[config.mk]
export PLATFORM = sky130hd
export DESIGN_NAME = power_rail_sequencer_flat
export DESIGN_NICKNAME = d
export VERILOG_FILES = /design/src/rtl/power_rail_sequencer_if.sv /design/src/rtl/power_rail_sequencer.sv /design/src/flat_wrapper.sv
export SDC_FILE = /design/constraint.sdc
export NUM_CORES = 1
export LEC_CHECK = 0
export BUFFER_PORTS_ARGS = -buffer_cell sky130_fd_sc_hd__buf_2
export CAP_MARGIN = 20
export CELL_PAD_IN_SITES_DETAIL_PLACEMENT = 0
export CELL_PAD_IN_SITES_GLOBAL_PLACEMENT = 2
export CORE_MARGIN = 2
export CORE_UTILIZATION = 42
export CTS_BUF_LIST = sky130_fd_sc_hd__clkbuf_4 sky130_fd_sc_hd__clkbuf_8 sky130_fd_sc_hd__clkbuf_16
export DETAILED_ROUTE_END_ITERATION = 7
export GPL_TIMING_DRIVEN = 0
export MAX_ROUTING_LAYER = met4
export PLACE_DENSITY_LB_ADDON = 0.1
export REMOVE_ABC_BUFFERS = 1
export SLEW_MARGIN = 0
export SYNTH_ARGS = -nofsm -noshare
export SYNTH_HDL_FRONTEND = slang
export SYNTH_SLANG_ARGS = --single-unit
[constraint.sdc]
create_clock -name clock -period 6.16 [get_ports clock]
set_input_delay 0.616 -clock clock [delete_from_list [all_inputs] [get_ports clock]]
set_output_delay 0.616 -clock clock [all_outputs]
set_load 0.01 [all_outputs]
[src/rtl/power_rail_sequencer_if.sv]
// Power-rail sequencer bus: HPS/board side drives requests and raw sense lines,
// the sequencer drives rail enables and status back.
interface power_rail_sequencer_if;
  logic       enable_request;
  logic       fault_clear;
  logic [5:0] power_sense;
  logic [1:0] power_control;
  logic [2:0] state;
  logic       fault;
  logic [5:0] fault_code;
  logic       timeout_fault;

  modport master (
    output enable_request,
    output fault_clear,
    output power_sense,
    input  power_control,
    input  state,
    input  fault,
    input  fault_code,
    input  timeout_fault
  );

  modport slave (
    input  enable_request,
    input  fault_clear,
    input  power_sense,
    output power_control,
    output state,
    output fault,
    output fault_code,
    output timeout_fault
  );
endinterface

[src/rtl/power_rail_sequencer.sv]
// Two-rail power sequencer with debounced sense inputs, latched faults and ordered shutdown.
// Optional automatic fault retry is enabled by defining POWER_SEQ_AUTO_RETRY_EN.
module power_rail_sequencer #(
  parameter int unsigned DEBOUNCE_CYCLES = 16,
  parameter int unsigned SETTLE_CYCLES   = 50000,
  parameter int unsigned TIMEOUT_CYCLES  = 500000,
  parameter logic [5:0]  RAIL0_MASK      = 6'b000111,
  parameter logic [5:0]  RAIL1_MASK      = 6'b111000
) (
  input logic                   clock,
  input logic                   reset,
  power_rail_sequencer_if.slave bus
);

  localparam int unsigned DebW     = $clog2(DEBOUNCE_CYCLES + 1);
  localparam int unsigned TimerMax = (TIMEOUT_CYCLES > SETTLE_CYCLES) ? TIMEOUT_CYCLES
                                                                      : SETTLE_CYCLES;
  localparam int unsigned TimerW   = $clog2(TimerMax + 1);

  localparam logic [DebW-1:0]   DebLast     = DebW'(DEBOUNCE_CYCLES - 1);
  localparam logic [TimerW-1:0] TimeoutLast = TimerW'(TIMEOUT_CYCLES - 1);
  localparam logic [TimerW-1:0] SettleLast  = TimerW'(SETTLE_CYCLES - 1);
  localparam logic [TimerW-1:0] SettleFull  = TimerW'(SETTLE_CYCLES);

  typedef enum logic [2:0] {
    StOff       = 3'd0,
    StRail0Up   = 3'd1,
    StSettle    = 3'd2,
    StRail1Up   = 3'd3,
    StOn        = 3'd4,
    StRail1Down = 3'd5,
    StFault     = 3'd6
  } state_e;

  logic [5:0]        r_sync1;
  logic [5:0]        r_sync2;
  logic [5:0]        r_deb;
  logic [DebW-1:0]   r_deb_cnt [6];
  state_e            r_state;
  logic [TimerW-1:0] r_timer;
  logic [1:0]        r_ctrl;
  logic              r_fault;
  logic [5:0]        r_fault_code;
  logic              r_timeout_fault;

  state_e            w_state_next;
  logic [TimerW-1:0] w_timer_next;
  logic [1:0]        w_ctrl_next;
  logic              w_good0;
  logic              w_good1;
  logic              w_timeout;
  logic              w_timeout_hit;
  logic              w_fault_enter;
  logic              w_fault_exit;
  logic              w_retry_go;

  // Sense conditioning: 2-flop synchroniser, then a per-bit run-length debouncer.
  always_ff @(posedge clock or posedge reset) begin
    if (reset) begin
      r_sync1 <= '0;
      r_sync2 <= '0;
      r_deb   <= '0;
      for (int i = 0; i < 6; i++) r_deb_cnt[i] <= '0;
    end else begin
      r_sync1 <= bus.power_sense;
      r_sync2 <= r_sync1;
      for (int i = 0; i < 6; i++) begin
        if (r_sync2[i] == r_deb[i]) begin
          r_deb_cnt[i] <= '0;
        end else if (r_deb_cnt[i] == DebLast) begin
          r_deb[i]     <= r_sync2[i];
          r_deb_cnt[i] <= '0;
        end else begin
          r_deb_cnt[i] <= r_deb_cnt[i] + 1'b1;
        end
      end
    end
  end

  assign w_good0   = &(r_deb | ~RAIL0_MASK);
  assign w_good1   = &(r_deb | ~RAIL1_MASK);
  assign w_timeout = (r_timer == TimeoutLast);

  // Within each state: fault first, then enable_request drop, then forward progress.
  always_comb begin
    w_state_next  = r_state;
    w_timeout_hit = 1'b0;
    unique case (r_state)
      StOff: begin
        if (bus.enable_request && !r_fault) w_state_next = StRail0Up;
      end
      StRail0Up: begin
        if (w_timeout) begin
          w_state_next  = StFault;
          w_timeout_hit = 1'b1;
        end else if (!bus.enable_request) begin
          w_state_next = StOff;
        end else if (w_good0) begin
          w_state_next = StSettle;
        end
      end
      StSettle: begin
        if (!w_good0)                    w_state_next = StFault;
        else if (!bus.enable_request)    w_state_next = StOff;
        else if (r_timer == SettleLast)  w_state_next = StRail1Up;
      end
      StRail1Up: begin
        if (!w_good0) begin
          w_state_next = StFault;
        end else if (w_timeout) begin
          w_state_next  = StFault;
          w_timeout_hit = 1'b1;
        end else if (!bus.enable_request) begin
          w_state_next = StRail1Down;
        end else if (w_good1) begin
          w_state_next = StOn;
        end
      end
      StOn: begin
        if (!w_good0 || !w_good1)     w_state_next = StFault;
        else if (!bus.enable_request) w_state_next = StRail1Down;
      end
      StRail1Down: begin
        if (r_timer == SettleLast) w_state_next = StOff;
      end
      StFault: begin
        if (bus.fault_clear && (r_ctrl == 2'b00) && !bus.enable_request) begin
          w_state_next = StOff;
        end else if (w_retry_go) begin
          w_state_next = StRail0Up;
        end
      end
      default: w_state_next = StOff;
    endcase
  end

  always_comb begin
    w_fault_enter = (w_state_next == StFault) && (r_state != StFault);
    w_fault_exit  = (r_state == StFault) && (w_state_next != StFault);
    if (w_state_next != r_state) w_timer_next = '0;
    else if (&r_timer)           w_timer_next = r_timer;
    else                         w_timer_next = r_timer + 1'b1;
    // Control follows the next state and timer so it is registered alongside them.
    unique case (w_state_next)
      StRail0Up, StSettle, StRail1Down: w_ctrl_next = 2'b01;
      StRail1Up, StOn:                  w_ctrl_next = 2'b11;
      StFault: w_ctrl_next = (w_timer_next >= SettleFull) ? 2'b00 : 2'b01;
      default:                          w_ctrl_next = 2'b00;
    endcase
  end

  always_ff @(posedge clock or posedge reset) begin
    if (reset) begin
      r_state         <= StOff;
      r_timer         <= '0;
      r_ctrl          <= 2'b00;
      r_fault         <= 1'b0;
      r_fault_code    <= '0;
      r_timeout_fault <= 1'b0;
    end else begin
      r_state <= w_state_next;
      r_timer <= w_timer_next;
      r_ctrl  <= w_ctrl_next;
      if (w_fault_enter) begin
        r_fault         <= 1'b1;
        r_fault_code    <= ~r_deb & (RAIL0_MASK | RAIL1_MASK);
        r_timeout_fault <= w_timeout_hit;
      end else if (w_fault_exit) begin
        r_fault         <= 1'b0;
        r_fault_code    <= '0;
        r_timeout_fault <= 1'b0;
      end
    end
  end

`ifdef POWER_SEQ_AUTO_RETRY_EN
  localparam int unsigned RetryWait = SETTLE_CYCLES * 4;
  localparam int unsigned RetryW    = $clog2(RetryWait + 1);
  localparam logic [RetryW-1:0] RetryLast = RetryW'(RetryWait - 1);

  logic [1:0]        r_retry_cnt;
  logic [RetryW-1:0] r_retry_wait;
  logic              w_retry_armed;

  assign w_retry_armed = (r_state == StFault) && (r_ctrl == 2'b00) && bus.enable_request &&
                         (r_retry_cnt != 2'd3);
  assign w_retry_go    = w_retry_armed && (r_retry_wait == RetryLast);

  always_ff @(posedge clock or posedge reset) begin
    if (reset) begin
      r_retry_cnt  <= '0;
      r_retry_wait <= '0;
    end else begin
      r_retry_wait <= (w_retry_armed && !w_retry_go) ? r_retry_wait + 1'b1 : '0;
      if ((r_state == StOff) || (w_state_next == StOn)) r_retry_cnt <= '0;
      else if (w_retry_go)                              r_retry_cnt <= r_retry_cnt + 1'b1;
    end
  end
`else
  assign w_retry_go = 1'b0;
`endif

  assign bus.power_control = r_ctrl;
  assign bus.state         = r_state;
  assign bus.fault         = r_fault;
  assign bus.fault_code    = r_fault_code;
  assign bus.timeout_fault = r_timeout_fault;

endmodule

[src/flat_wrapper.sv]
// flat-port wrapper written by rule: the top's interface ports become plain ports
module power_rail_sequencer_flat 
#(
  parameter int unsigned DEBOUNCE_CYCLES = 16,
  parameter int unsigned SETTLE_CYCLES   = 50000,
  parameter int unsigned TIMEOUT_CYCLES  = 500000,
  parameter logic [5:0]  RAIL0_MASK      = 6'b000111,
  parameter logic [5:0]  RAIL1_MASK      = 6'b111000
)
  (clock, reset, bus_enable_request, bus_fault_clear, bus_power_sense, bus_power_control, bus_state, bus_fault, bus_fault_code, bus_timeout_fault);
  power_rail_sequencer_if bus_i ();
  input logic clock;
  input logic reset;
  input wire logic [$bits(bus_i.enable_request)-1:0] bus_enable_request;
  input wire logic [$bits(bus_i.fault_clear)-1:0] bus_fault_clear;
  input wire logic [$bits(bus_i.power_sense)-1:0] bus_power_sense;
  output wire logic [$bits(bus_i.power_control)-1:0] bus_power_control;
  output wire logic [$bits(bus_i.state)-1:0] bus_state;
  output wire logic [$bits(bus_i.fault)-1:0] bus_fault;
  output wire logic [$bits(bus_i.fault_code)-1:0] bus_fault_code;
  output wire logic [$bits(bus_i.timeout_fault)-1:0] bus_timeout_fault;
  assign bus_i.enable_request = bus_enable_request;
  assign bus_i.fault_clear = bus_fault_clear;
  assign bus_i.power_sense = bus_power_sense;
  assign bus_power_control = bus_i.power_control;
  assign bus_state = bus_i.state;
  assign bus_fault = bus_i.fault;
  assign bus_fault_code = bus_i.fault_code;
  assign bus_timeout_fault = bus_i.timeout_fault;
  power_rail_sequencer #(.DEBOUNCE_CYCLES(DEBOUNCE_CYCLES), .SETTLE_CYCLES(SETTLE_CYCLES), .TIMEOUT_CYCLES(TIMEOUT_CYCLES), .RAIL0_MASK(RAIL0_MASK), .RAIL1_MASK(RAIL1_MASK)) u_core (.clock(clock), .reset(reset), .bus(bus_i));
endmodule
==> summary.txt <==
Floorplan
  • Die area: 9900 µm²
  • Core footprint: 8760 µm²
  • Die Width: 99.5 µm
  • Row count: 34
  • Initial Util: 43.7%
  • DIE HEIGHT: 99.5 µm
  • I/O Pins: 23

Pwr
  • Sequential share of power: 54.1%
  • Sw Ratio: 31.1%
  • Leakage power: 2.06 nW
  • Max VDD drop: 118 µV
  • Clock share of power: 31.2%
  • Pwr per Cell Area: 279 nW/µm²
  • P_sw: 0.364 mW
  • Pint: 0.809 mW
  • Power share of the combinational group: 14.7%

Critical path
  • R2r worst-path depth: 8
  • Worst EP required: 6400 ps
  • Crit Reg-Reg Startpoint: u_core.r_timer[7]
  • Arr. time, crit path: 3610 ps
  • Crit Path Max Fanout: 20
  • CP Launch Type: flip-flop
  • Setup CP Type: flip-flop to flip-flop
  • Critical Path Sink Type: flip-flop
  • CP Launch Point: u_core.r_timer[7]

Layout
  • Multi-input gate area: 1720 µm²
  • Area delta synth->final: 10.1%
  • Final #Nets: 414
  • Register area: 2000 µm²
  • Inserted Diodes: 0
  • Layout cells sized above 1: 13.0%
  • Fill cells: 822

Clock tree
  • Post-cts resize count: 0
  • Num CTS Buffers: 9
  • Worst skew pair latency: 350 ps
  • Setup bufs post-CTS: 0
  • H-tree depth: 3
  • Clock Path Buffers: 2
  • CTS sink count: 80
  • CTS hold repair buffers: 0
  • CTS tree: yes
  • Clock transition at path regs: 90 ps
  • Clock root buffer: clkbuf_8

Routing
  • Post-route DRC: 0
  • M1 wire length: 3750 µm
  • DR iter-0 viols: 104
  • Top Metal Used: met4
  • Antenna Nets Post-Route: 0
  • Per-cell routed wire length: 14.4 µm
  • Final wirelength: 7310 µm
  • First-pass DRT Iterations: 4
  • Via density: 5.29
  • Met3 wire len: 245 µm
  • Wire length on met2: 3250 µm
  • Total number of vias: 2695

Timing
  • Count of pins over their slew limit: 0
  • Slew margin rel.: 42.5%
  • Final Setup Violations: 0
  • Tightest Pin Transition: 861 ps
  • Worst clock skew: 9.64 ps
  • TNS Setup: 0 ps
  • Min Tclk post-route: 3370 ps
  • Tcrit/Tclk final: 54.7%
  • Peak Freq: 0.297 GHz
  • Post-route setup slack: 2790 ps
  • Unrepaired setup endpoints after global routing: no
  • Final Hold Vio Count: 0

Synth
  • Syn Area/Cell: 10.2 µm²
  • Seq cells post-synth: 80
  • Largest family of logic cells by synthesized area: simple AND/OR/NAND/NOR gates
  • Compound-Gate Fraction of Synth Area: 8.89%
  • Main synth FF type: dfrtp_1
  • Mux contribution to synthesized area: 2.35%
  • Simple-gate share of the synthesized area: 23.2%
  • Synth cell types: 51
  • Synth Cell Area: 3830 µm²
  • Instance count of the mapped netlist: 377
  • Synth Area in Adders: 2.61%
  • Ys async rst share: 100%
  • Synth warnings: 0
  • Post-synth EDFFs: 0
  • Xor/xnor cell area share of the yosys netlist: 7.78%
  • Sequential share of the synthesized area: 52.3%

Placement
  • DP HPWL: 5150 µm
  • IO buf count: 22
  • Pre-CTS WS: 2800 ps
  • Routability cong.: 0.802

GRT
  • Initial antenna violation count: 0
  • Largest net degree at the start of global routing: 53
  • First-pass GRT wire length: 12800 µm
  • GRT Util Overall: 16.7%
  • Number of global-route vias before repair: 2655
  • GRT overflow: 0

Worst hold path
  • Path category of the worst min-delay check: input port to asynchronous set/reset pin

Run status
  • Run status: finished clean

Flow run
  • MaxCap Viol Count: 0
==> metrics by stage <==
stage               power [mW]  util (%)  hold WS, ps  cells  instance area (µm²)
floorplan                0.758         -          331    362                 3750
global placement         0.815      45.6          334    492                 4000
detailed placement       0.821      46.0          336    493                 4030
CTS                       1.19      48.1          248    509                 4210
global route              1.25      48.1          273    509                 4210
finish                    1.17      48.1          246    509                 4210
==> final timing paths <==
path	endpoint	slack [ps]
min in group clock	u_core.r_sync2[4]	350
max	u_core.bus.power_control[0]	2790
min	u_core.r_deb_cnt[16]	250
min reg2reg	u_core.r_sync2[4]	350
max reg2reg	u_core.bus.power_control[0]	2790
max in group asynchronous	u_core.r_deb_cnt[14]	5340
==> cell usage after synthesis (9+ instances only) <==
cell	n	area, µm²
a21oi_1	14	70.1
and2_1	9	56.3
and3_1	17	106
clkbuf_1	11	41.3
dfrtp_1	80	2000
inv_1	10	37.5
nand2_1	19	71.3
nand3_1	24	120
nor2_1	59	221
o21ai_0	10	50.1
xnor2_1	9	78.8
xor2_1	25	219
==> power by group through the flow <==
stage	clock, mW	combinational, mW	sequential [mW]
after floorplan	0	0.119	0.638
after global placement	0	0.171	0.644
after detailed placement	0	0.175	0.645
after CTS	0.383	0.176	0.635
after global routing	0.405	0.200	0.645
final	0.366	0.172	0.636
==> layer usage <==
layer	GRT usage (%)	vias up
met4	5.80	0
met1	23.9	1289
met2	24.1	42
met5	-	-
li1	-	1358
met3	2.88	6
==> registers in the layout, indices dropped and copies added, names as in the netlist <==
signal / flops
u_core.bus.timeout_fault: 1
u_core.r_sync2: 6
u_core.r_deb: 6
u_core.r_timer: 19
u_core.r_sync1: 6
u_core.bus.fault_code: 6
u_core.bus.power_control: 2
u_core.bus.fault: 1
u_core.r_deb_cnt: 30
u_core.bus.state: 3
==> logic make-up after synthesis <==
| kind of cell | count (synthesis) |
|---|---|
| simple gates | 172 |
| flops | 80 |
| compound gates | 50 |
| xor+xnor | 34 |
| buf+inv | 25 |
| mux | 8 |
| fa+ha+maj | 8 |
==> cells in the final DEF, fill, tap and decap left out, types with 3 or more instances in the layout <==
cell	Yosys	routed
nand3b_1	3	3
a21oi_1	14	14
and4_1	3	3
nor3b_1	3	3
xor2_1	25	25
ha_1	8	8
xnor2_1	9	9
nand3_1	24	24
a22o_1	6	6
nor4b_1	3	3
nand2b_1	3	3
nor3_1	6	6
clkbuf_8	0	9
nand2_1	19	19
inv_1	10	9
o21ai_0	10	10
and2_1	9	9
and3_1	17	17
dfrtp_1	80	80
mux2_2	7	7
buf_2	2	22
inv_6	0	3
nor2_1	59	59
a31oi_1	3	3
nand4_1	8	8
==> critical path, cell delays in order (launching register included) <==
cell	delay (ps)
dfrtp_1	450
or4_4	570
nor2_4	140
a41oi_1	170
a22oi_1	310
o41a_1	330
mux2_1	350
o32a_1	480
o32a_1	450
==> area by class of cell <==
type	count	share of cell area, %
Clock inverter	7	1.43
Sequential cell	80	47.5
Clock buffer	9	2.94
Timing Repair Buffer	23	3.27
Tap cell	108	3.21
Multi-Input combinational cell	272	40.7
Inverter	10	0.950
(Power assumes the default switching activity.)
